File: src/rtl/dct_pkg.sv
// Parameters and types shared between the DCT stages.
// The row stage, the column stage and the transpose buffer all use them.
package dct_pkg;

    localparam int N      = 8;
    localparam int DATA_W = 12;
    localparam int ADDR_W = $clog2(N * N);

    typedef logic signed [DATA_W-1:0] coef_t;

endpackage : dct_pkg

File: src/rtl/transpose_addr.sv
// Maps the read counter to the raster address of element (rcnt mod N, rcnt div N).
// This is a pure bit swap of the counter's low and high halves.
module transpose_addr #(
    parameter int N = dct_pkg::N
) (
    input  logic [2*$clog2(N)-1:0] rcnt,
    output logic [2*$clog2(N)-1:0] raddr
);

    localparam int L = $clog2(N);

    // raddr = {rcnt[L-1:0], rcnt[2L-1:L]}
    for (genvar gi = 0; gi < L; gi++) begin : g_swap
        assign raddr[gi + L] = rcnt[gi];
        assign raddr[gi]     = rcnt[gi + L];
    end

endmodule : transpose_addr

File: src/rtl/transpose_buffer.sv
// Ping-pong 8x8 transpose memory between the row-DCT and column-DCT stages.
// It fills one bank in raster order while the other bank drains in column order.
module transpose_buffer #(
    parameter int N      = dct_pkg::N,
    parameter int DATA_W = dct_pkg::DATA_W
) (
    input  logic              clk,
    input  logic              rst_n,
    input  logic [DATA_W-1:0] in_data,
    input  logic              in_valid,
    output logic              in_ready,
    output logic [DATA_W-1:0] out_data,
    output logic              out_valid,
    input  logic              out_ready,
    output logic              out_last,
    output logic [1:0]        bank_full
);

    localparam int              WORDS = N * N;
    localparam int              AW    = $clog2(WORDS);
    localparam logic [AW-1:0]   LAST  = AW'(WORDS - 1);

    logic              wsel_q, wsel_d;
    logic              rsel_q, rsel_d;
    logic [AW-1:0]     wcnt_q, wcnt_d;
    logic [AW-1:0]     rcnt_q, rcnt_d;
    logic [1:0]        full_q, full_d;
    logic [AW-1:0]     raddr;
    logic              wr_fire;
    logic              rd_fire;

    logic [DATA_W-1:0] mem [2][WORDS];

    assign in_ready  = !full_q[wsel_q];
    assign out_valid = full_q[rsel_q];
    assign out_last  = out_valid && (rcnt_q == LAST);
    assign bank_full = full_q;
    assign wr_fire   = in_valid && in_ready;
    assign rd_fire   = out_valid && out_ready;

    transpose_addr #(.N(N)) u_addr (
        .rcnt  (rcnt_q),
        .raddr (raddr)
    );

    // The read port is a plain mux; the column stage registers it.
    assign out_data = mem[rsel_q][raddr];

    // Storage is not reset; a bank's contents only matter once it is full.
    for (genvar gi = 0; gi < 2; gi++) begin : g_bank
        always_ff @(posedge clk) begin
            if (wr_fire && (wsel_q == 1'(gi))) begin
                mem[gi][wcnt_q] <= in_data;
            end
        end
    end

    // A bank is only written while empty and only read while full, so a
    // write-side set and a read-side clear never target the same flag.
    always_comb begin
        wsel_d = wsel_q;
        rsel_d = rsel_q;
        wcnt_d = wcnt_q;
        rcnt_d = rcnt_q;
        full_d = full_q;

        if (wr_fire) begin
            if (wcnt_q == LAST) begin
                wcnt_d         = '0;
                full_d[wsel_q] = 1'b1;
                wsel_d         = !wsel_q;
            end else begin
                wcnt_d = wcnt_q + 1'b1;
            end
        end

        if (rd_fire) begin
            if (rcnt_q == LAST) begin
                rcnt_d         = '0;
                full_d[rsel_q] = 1'b0;
                rsel_d         = !rsel_q;
            end else begin
                rcnt_d = rcnt_q + 1'b1;
            end
        end
    end

    always_ff @(posedge clk or negedge rst_n) begin
        if (!rst_n) begin
            wsel_q <= 1'b0;
            rsel_q <= 1'b0;
            wcnt_q <= '0;
            rcnt_q <= '0;
            full_q <= 2'b00;
        end else begin
            wsel_q <= wsel_d;
            rsel_q <= rsel_d;
            wcnt_q <= wcnt_d;
            rcnt_q <= rcnt_d;
            full_q <= full_d;
        end
    end

endmodule : transpose_buffer

File: config.mk
export PLATFORM = sky130hd
export DESIGN_NAME = transpose_buffer
export DESIGN_NICKNAME = d
export VERILOG_FILES = /design/src/rtl/dct_pkg.sv /design/src/rtl/transpose_addr.sv /design/src/rtl/transpose_buffer.sv
export SDC_FILE = /design/constraint.sdc
export NUM_CORES = 1
export LEC_CHECK = 0
export ABC_AREA = 1
export CAP_MARGIN = 25
export CORE_AREA = 2 2 463 465
export DETAILED_ROUTE_END_ITERATION = 12
export DIE_AREA = 0 0 465 467
export GPL_ROUTABILITY_DRIVEN = 0
export PLACE_DENSITY = 0.5
export SLEW_MARGIN = 20
export SYNTH_ARGS = -nofsm -noshare
export SYNTH_HDL_FRONTEND = slang
export SYNTH_SLANG_ARGS = --single-unit
File: constraint.sdc
create_clock -name clk -period 2.9 [get_ports clk]
set_clock_uncertainty 0.2 [all_clocks]
set_input_delay 0.87 -clock clk [delete_from_list [all_inputs] [get_ports clk]]
set_output_delay 0.87 -clock clk [all_outputs]
set_load 0.02 [all_outputs]
## Word-level counts from Yosys, hierarchy flattened

Memory sizes are Yosys's and may differ from the RTL's.
Index checks and enable logic that the tools add are counted.

- Register bits after elaboration: 16
- RAM bits: 1536
- Input bits: 16
- Output and inout bits: 17
- Memories kept: 1

Memory list:

| name | words | bits a word | rd ports | clocked after memory_dff | write ports | RTL line | text |
|---|---|---|---|---|---|---|---|
| mem | 2 | 768 | 1 | 0 | 1 | transpose_buffer.sv:32 | `logic [DATA_W-1:0] mem [2][WORDS];` |

- $add $sub $neg: 2
- Order comparisons: 7
- Equality and inequality tests: 2
- Multiplexer cells: 26
- Bitwise operators: 6
- Reductions and logical operators: 14

Operators by type and width:

| cell | number |
|---|---|
| $mux W768 | 4 |
| $reduce_or A768 Y1 | 1 |
| $bmux W12 S6 | 1 |
| $demux W12 S6 | 1 |
| $mux W12 | 3 |
| $ge A7 B7 Y1 const B | 2 |
| $not A6 Y7 | 2 |
| $add A6 B1 Y6 const B | 2 |
| $eq A6 B6 Y1 const B | 2 |
| $mux W6 | 2 |
| $mux W1 | 9 |
| $logic_and A1 B1 Y1 | 8 |
| $mux W2 | 4 |
| $lt A7 B1 Y1 const B | 1 |
| $lt A1 B2 Y1 const B | 2 |
| $reduce_and A2 Y1 | 2 |
| $logic_not A1 Y1 | 3 |
| $and A2 B2 Y2 | 1 |
| $demux W1 S1 | 2 |
| $ge A1 B1 Y1 const B | 2 |
| $not A2 Y2 | 1 |
| $or A2 B2 Y2 | 1 |
| $not A1 Y1 | 1 |

## Logic depth before layout (Yosys ltp)

Gate-level depths: netlist (run 1).

- Depth after elaboration: 10
- Gate-level depth with buffers: 15
- Mapped depth without buffers: 11

## Cells and area by module

From an unflattened synthesis (run 1), not the netlist that was laid out.

- Cells, all modules: 5384
- Area, all modules: 63312.0 um^2

By module, submodules not included:

| module | times used | cells each | area an instance (um^2) | seq. area each (um^2) |
|---|---|---|---|---|
| transpose_buffer | 1 | 5378 | 63266.9 | 46524.6 |
| transpose_addr | 1 | 6 | 45.0 | 0.0 |

## Worst setup path after synthesis (run 1)

Ideal clock, no wire load.

- Path kind: register -> register
- From: register full_q[0], in the netlist bank_full[0]
- To: memory mem[1][72] (netlist name), enable pin
- Library setup time: 0.396 ns
- Arrival: 2.444 ns
- Required time: 2.304 ns
- Setup slack: -0.141 ns
- Stages on the path, launching flop included: 6
- Buffers on the path: 0
- Cells stage by stage: dfrtp_1 > o21ai_0 > nand2_1 > clkinv_1 > nand2_1 > nor3_1

- Cells in the longest elaborated chain, start to end: 9
- Elaborated cells between the ends (all ways): 13
- Those cells by class: mux: 8; reduce/logical: 5

Ends and longest elaborated chain:

| what | RTL line | text |
|---|---|---|
| start, declared | transpose_buffer.sv:27 | `logic [1:0] full_q, full_d;` |
| start signal, assigned | transpose_buffer.sv:100 | `full_q <= full_d;` |
| $mux W1 (implied by the code) * (2 in a row) | transpose_buffer.sv:34 | `assign in_ready = !full_q[wsel_q];` |
| $logic_not A1 Y1 * | transpose_buffer.sv:34 |  |
| net in_ready | transpose_buffer.sv:11 | `output logic in_ready,` |
| $logic_and A1 B1 Y1 * | transpose_buffer.sv:38 | `assign wr_fire = in_valid && in_ready;` |
| $logic_and A1 B1 Y1 | transpose_buffer.sv:52 | `if (wr_fire && (wsel_q == 1'(gi))) begin` |
| $mux W1 | transpose_buffer.sv:52 |  |
| $mux W768 (implied by the code) | transpose_buffer.sv:53 | `mem[gi][wcnt_q] <= in_data;` |
| $reduce_or A768 Y1 (no source line) | -- |  |
| $mux W1 (no source line) or $mux W768 (tied branches) | -- |  |
| end, declared | transpose_buffer.sv:32 |  |

Mark *: on every way through the listed nets, which the timed path passes. The rest lies on a longest branch. The select of a mux whose other input is x is not followed.

## Final worst setup path (run 1)

- From: register rsel_q
- To: output port out_data[10]

- Cells in the longest elaborated chain, start to end: 4

Ends and longest elaborated chain:

| what | RTL line | text |
|---|---|---|
| start, declared | transpose_buffer.sv:24 | `logic rsel_q, rsel_d;` |
| start signal, assigned | transpose_buffer.sv:97 | `rsel_q <= rsel_d;` |
| $mem_v2 Z2 W768 | -- |  |
| $bmux W12 S6 | transpose_buffer.sv:47 | `assign out_data = mem[rsel_q][raddr];` |
| $mux W12 (implied by the code) (2 in a row) | transpose_buffer.sv:47 |  |
| end, declared | transpose_buffer.sv:12 | `output logic [DATA_W-1:0] out_data,` |

Every way passes these cells. The select of a mux whose other input is x is not followed.

==> results of run 1 <==
[critical path, delay by kind of cell, from the launching register on]
family / cells / cell delay, ns
buffers and inverters: 6 / 0.94
AND/OR/NAND/NOR: 10 / 0.90
flip-flops: 1 / 0.51
[layer usage]
metal / vias up / GRT usage [%] / share of wire (%) / wire (um)
met5: - / 0 / 0.0065 / 13
met4: 2 / 6.198 / 3.2 / 6381
met3: 294 / 2.610 / 5.6 / 11250
met2: 1319 / 28.73 / 47 / 93870
met1: 21390 / 24.67 / 44 / 88310
li1: 19750 / - / - / -
[synth_stat cells (all sizes together)]
library cell | count | area share, %
nor3 | 20 | 0.16
xor2 | 6 | 0.083
inv | 29 | 0.17
a21oi | 2 | 0.016
dfrtp | 16 | 0.63
nor2 | 138 | 0.83
clkbuf | 75 | 0.44
clkinv | 3 | 0.018
o22ai | 1 | 0.0099
ha | 2 | 0.040
nand2 | 1865 | 11
nand3 | 1396 | 11
edfxtp | 1536 | 73
buf | 275 | 2.5
o21ai | 12 | 0.095
[cell families after synthesis]
kind of cell             Yosys count  synth area share [%]
flip-flops                      1552                 73.53
AO/OA/AOI/OAI                     15                0.1206
adder cells (fa/ha/maj)            2               0.03954
XOR/XNOR                           6               0.08305
AND/OR/NAND/NOR                 3419                 23.10
buffers and inverters            382                 3.132
[through the flow]
step | total power, mW | area (um2)
floorplan | 41.61 | 63280
global placement | 55.48 | 70710
detailed placement | 55.44 | 70720
CTS | 78.15 | 77050
global route | 83.41 | 78270
finish | 79.82 | 78270
[final cells by class]
type / instances / area (um2)
fill: 20300 / 133400
timing repair buffer: 544 / 7042
timing repair inverter: 1 / 16.27
inverter: 32 / 166.4
multi-input combinational: 3442 / 15640
sequential: 1552 / 46540
clock inverter: 96 / 947.2
clock buffer: 211 / 4387
tap: 2821 / 3530
[sequential cells by signal, indices dropped and copies added, names as in the netlist]
| register | count |
|---|---|
| mem | 1536 |
| wsel_q | 1 |
| wcnt_q | 6 |
| rsel_q | 1 |
| rcnt_q | 6 |
| bank_full | 2 |
[where the power goes]
part           internal (mW)  switching, mW
registers               25.1          0.288
clock network           11.7           9.09
logic                   11.8           21.9
total                   48.6           31.2
[how the worst min path moves through the flow]
stage                  endpoint  slack (ns)
floorplan                wsel_q        0.32
global route        mem[0][262]        0.05
finish              mem[0][262]        0.09
global placement      wcnt_q[4]        0.39
CTS                 mem[0][262]        0.04
detailed placement    wcnt_q[4]        0.41
[what timing repair did]
action,in CTS,in global routing
pin swaps,6,17
setup endpoints to repair,17,19
gates cloned,12,18
buffers inserted,8,13
hold buffers,0,0
gates resized for setup,153,166
==> impl_metrics.json, run 1 <==
{
  "status": "finished with violations",
  "failed_checks": "setup timing",
  "final_nets": 5758,
  "synth_cell_types": 23,
  "synth.avg_cell_area_um2": 11.77,
  "critPathRequiredTime_ns": 1.83,
  "leakagePower_nw": 28.01,
  "setup.worst_path.end": "out_data[10]",
  "htreeDepth": 4,
  "finalCritPeriodShare_pct": 147.6,
  "vias_per_cell": 4.915,
  "cp-startpoint": "rsel_q",
  "fin_cells": 8699,
  "clk_pin_slew_ns": 0.06,
  "die_area_mm2": 0.2172,
  "vias": 42750,
  "syn_nets": 5394,
  "cellPowerDensity_mw_per_mm2": 1020,
  "io_pins": 33,
  "dp.cells": 8342,
  "slowest_stage": "dfrtp_4",
  "vdd_drop_max_mv": 0.7270,
  "die_x_um": 465,
  "slew_violations": 0,
  "synth_seq_cells": 1552,
  "fmax_mhz": 233.6,
  "hold_ws_ns": 0.08574,
  "drc": 0,
  "mostFrequentLayoutCells": "nand2_1, edfxtp_1, nand3_1, buf_4, clkbuf_16",
  "cts_sinks": 1552,
  "worstSetupStartpointType": "flip-flop",
  "die_h_um": 467,
  "finalSetupViolCount": 14,
  "hold_depth": 1,
  "r2r_slack_ns": 0.24,
  "worstHoldStart": "in_data[10]",
  "synth-seq-area-share_pct": 73.53,
  "port_buffers": 32,
  "clk_latency_ns": 0.82,
  "tns_ns": -17.18,
  "arrival_ns": 3.21,
  "final_util_pct": 36.98,
  "crit_type": "reg2out",
  "final_common_cell": "nand2_1",
  "overflow": 0,
  "cts_root_buf": "clkbuf_16",
  "tightest_slew_ns": 0.7514,
  "cp_max_fo": 10,
  "rsz0062_at_grt": "yes",
  "dr.pass1.iters": 6,
  "core_area_mm2": 0.2117,
  "area_growth_pct": 23.70,
  "grt_max_degree": 77,
  "drt-initial-drc-count": 4472,
  "dp_hpwl_mm": 122.2,
  "max_stage_delay_ns": 0.51,
  "track_usage_pct": 17.87,
  "syn-cell-area_mm2": 0.06328,
  "max-clock-path-buffers": 3,
  "reg2reg_to": "mem[1][536]",
  "drt-total-wl_mm": 199.8,
  "reg2regPathDepth": 6,
  "endpoint_kind": "output port",
  "dp_slack_ns": -0.8032,
  "grt_pass1_wl_mm": 288.5,
  "cts_buffers": 167,
  "detail_route.wl_per_cell_um": 22.97,
  "slew_headroom_pct": 49.72,
  "r2r_start": "wcnt_q[0]",
  "drv_cap": 0,
  "drive_above_1_share_pct": 16.67,
  "grt_pass1_vias": 41400,
  "yosys_warnings": 0,
  "timing.critical_path.cells": "buf_12 > buf_12 > buf_4 > clkbuf_16 > nand2_1 > nand3_1 > nand3_1 > nand3_1 > nand2_1 > nand2_1 > nand3_1 > buf_4 > nand2_2 > nand2_1 > nand2_2 > buf_4",
  "n_antenna_cell": 0,
  "cts_tree": "done",
  "syn_inst": 5376,
  "row_count": 169,
  "post-route-min-period_ns": 4.281,
  "timing.final.ws_setup_ns": -1.381,
  "hold_path_class": "in2reg",
  "initial_core_util_pct": 29.89,
  "antenna_left": 0,
  "hold_viol_final": 0,
  "antenna_found_initial": 3
}
No activity file was read; power rests on OpenSTA's default activity.
==> run 2, diff against run 1 <==
--- a/config.mk
+++ b/config.mk
@@ -12,6 +12,7 @@
 export DIE_AREA = 0 0 465 467
 export GPL_ROUTABILITY_DRIVEN = 0
 export PLACE_DENSITY = 0.5
+export SKIP_CTS_REPAIR_TIMING = 1
 export SLEW_MARGIN = 20
 export SYNTH_ARGS = -nofsm -noshare
 export SYNTH_HDL_FRONTEND = slang
==> impl_metrics.json, run 2 (synthesis gave the netlist of run 1 again) <==
{
  "crit_type": "reg2out",
  "mostFrequentLayoutCells": "nand2_1, edfxtp_1, nand3_1, buf_4, clkbuf_16",
  "max_stage_delay_ns": 0.57,
  "cts_tree": "done",
  "tightest_slew_ns": 0.8031,
  "multi_input_area_mm2": 0.01532,
  "area_growth_pct": 21.87,
  "final_nets": 5727,
  "endpoint_kind": "output port",
  "cellPowerDensity_mw_per_mm2": 1008,
  "regArea_mm2": 0.04654,
  "grt_pass1_wl_mm": 284.7,
  "overflow": 0,
  "dp_slack_ns": -0.8032,
  "row_count": 169,
  "vdd_drop_max_mv": 0.7136,
  "hold_path_class": "in2reg",
  "drive_above_1_share_pct": 14.95,
  "crit_top_cell": "nand2_1",
  "htreeDepth": 4,
  "arrival_ns": 3.26,
  "vias_per_cell": 4.900,
  "leakagePower_nw": 27.52,
  "slew_violations": 0,
  "max-clock-path-buffers": 3,
  "failed_checks": "setup timing",
  "drt-total-wl_mm": 196.8,
  "largestRegisters": "mem: 1536 flops, rcnt_q: 6 flops, wcnt_q: 6 flops",
  "grt_max_degree": 92,
  "hold_viol_final": 0,
  "core_area_mm2": 0.2117,
  "grt_pass1_vias": 41010,
  "timing.critical_path.cells": "clkinv_8 > buf_4 > clkbuf_16 > nand2_1 > nand3_1 > nand3_1 > nand3_2 > nand2_2 > nand2_1 > nand3_2 > nand2_2 > nand2_1 > nand2_1 > buf_4",
  "cts_buffers": 167,
  "final_common_cell": "nand2_1",
  "antenna_found_initial": 3,
  "largest_register": "mem",
  "post-route-min-period_ns": 4.333,
  "worstSetupStartpointType": "flip-flop",
  "critPathRequiredTime_ns": 1.83,
  "io_pins": 33,
  "r2r_slack_ns": 0.22,
  "clk_pin_slew_ns": 0.06,
  "drt-initial-drc-count": 4158,
  "initial_core_util_pct": 29.89,
  "cp_max_fo": 21,
  "fin_area_mm2": 0.07711,
  "finalSetupViolCount": 14,
  "port_buffers": 32,
  "timing.final.ws_setup_ns": -1.433,
  "clk_latency_ns": 0.82,
  "finalCritPeriodShare_pct": 149.4,
  "die_area_mm2": 0.2172,
  "status": "finished with violations",
  "detail_route.wl_per_cell_um": 22.70,
  "fill_cells": 20450,
  "total_power_mw": 77.72,
  "vias": 42470,
  "die_h_um": 467,
  "slowest_stage": "dfrtp_4",
  "cts_sinks": 1552,
  "slew_headroom_pct": 46.26,
  "dpl-instance-area_mm2": 0.07072,
  "rsz0062_at_grt": "yes",
  "dr.pass1.iters": 6,
  "drv_cap": 0,
  "largest_reg_flops": 1536,
  "track_usage_pct": 17.58,
  "die_x_um": 465,
  "dp_hpwl_mm": 122.2,
  "drc": 0,
  "fmax_mhz": 230.8,
  "antenna_left": 0,
  "cts_root_buf": "clkbuf_16"
}
-- run 2: area by class of cell --
| cell class | instances | share of cell area (%) |
|---|---|---|
| clock buffer | 211 | 5.689 |
| timing repair inverter | 1 | 0.01460 |
| antenna | 1 | 0.003245 |
| inverter | 32 | 0.1915 |
| multi-input combinational | 3442 | 19.87 |
| timing repair buffer | 513 | 8.074 |
| tap | 2821 | 4.577 |
| clock inverter | 96 | 1.228 |
| sequential | 1552 | 60.35 |
-- run 2: worst paths after layout --
path / cells past startpoint / end / from
hold reg to reg: 2 / bank_full[0] / bank_full[0]
hold / removal: 1 / mem[0][262] / in_data[10]
max in group asynchronous: 2 / rsel_q / rst_n
setup / recovery: 14 / out_data[4] / rsel_q
setup reg to reg: 12 / bank_full[1] / rsel_q
min in group asynchronous: 2 / wsel_q / rst_n
-- run 2: worst max-delay path: cells and delay by family (launching register included) --
| kind | cells | cell delay, ns |
|---|---|---|
| buf+inv | 4 | 0.73 |
| flops | 1 | 0.57 |
| simple gates | 10 | 1.12 |
-- run 2: where the power goes --
group / leakage, nW / internal [mW] / switching [mW]
clock network: 2.59 / 11.7 / 9.06
registers: 14.0 / 25.1 / 0.311
logic: 10.9 / 10.4 / 21.1
-- run 2: per-stage QoR --
stage	util [%]	setup TNS (ns)	std cells	hold slack (ns)
2_1_floorplan	-	-6.728	5376	0.3152
3_3_place_gp	33.41	-47.40	8341	0.3864
3_5_place_dp	33.41	-46.99	8342	0.4053
4_1_cts	35.93	-22.67	8649	0.04344
5_1_grt	36.43	-19.69	8668	0.05419
6_report	36.43	-17.93	8669	0.09233
-- run 2: routing by layer --
layer  up-vias  global-route usage [%]  wire length (um)  part of all wire [%]
met5         -                       0                13                0.0066
met4         2                   5.588              5983                   3.0
met3       267                   2.451             10590                   5.4
met2      1253                   28.55             92920                    47
met1     21290                   24.30             87260                    44
li1      19660                       -                 -                     -
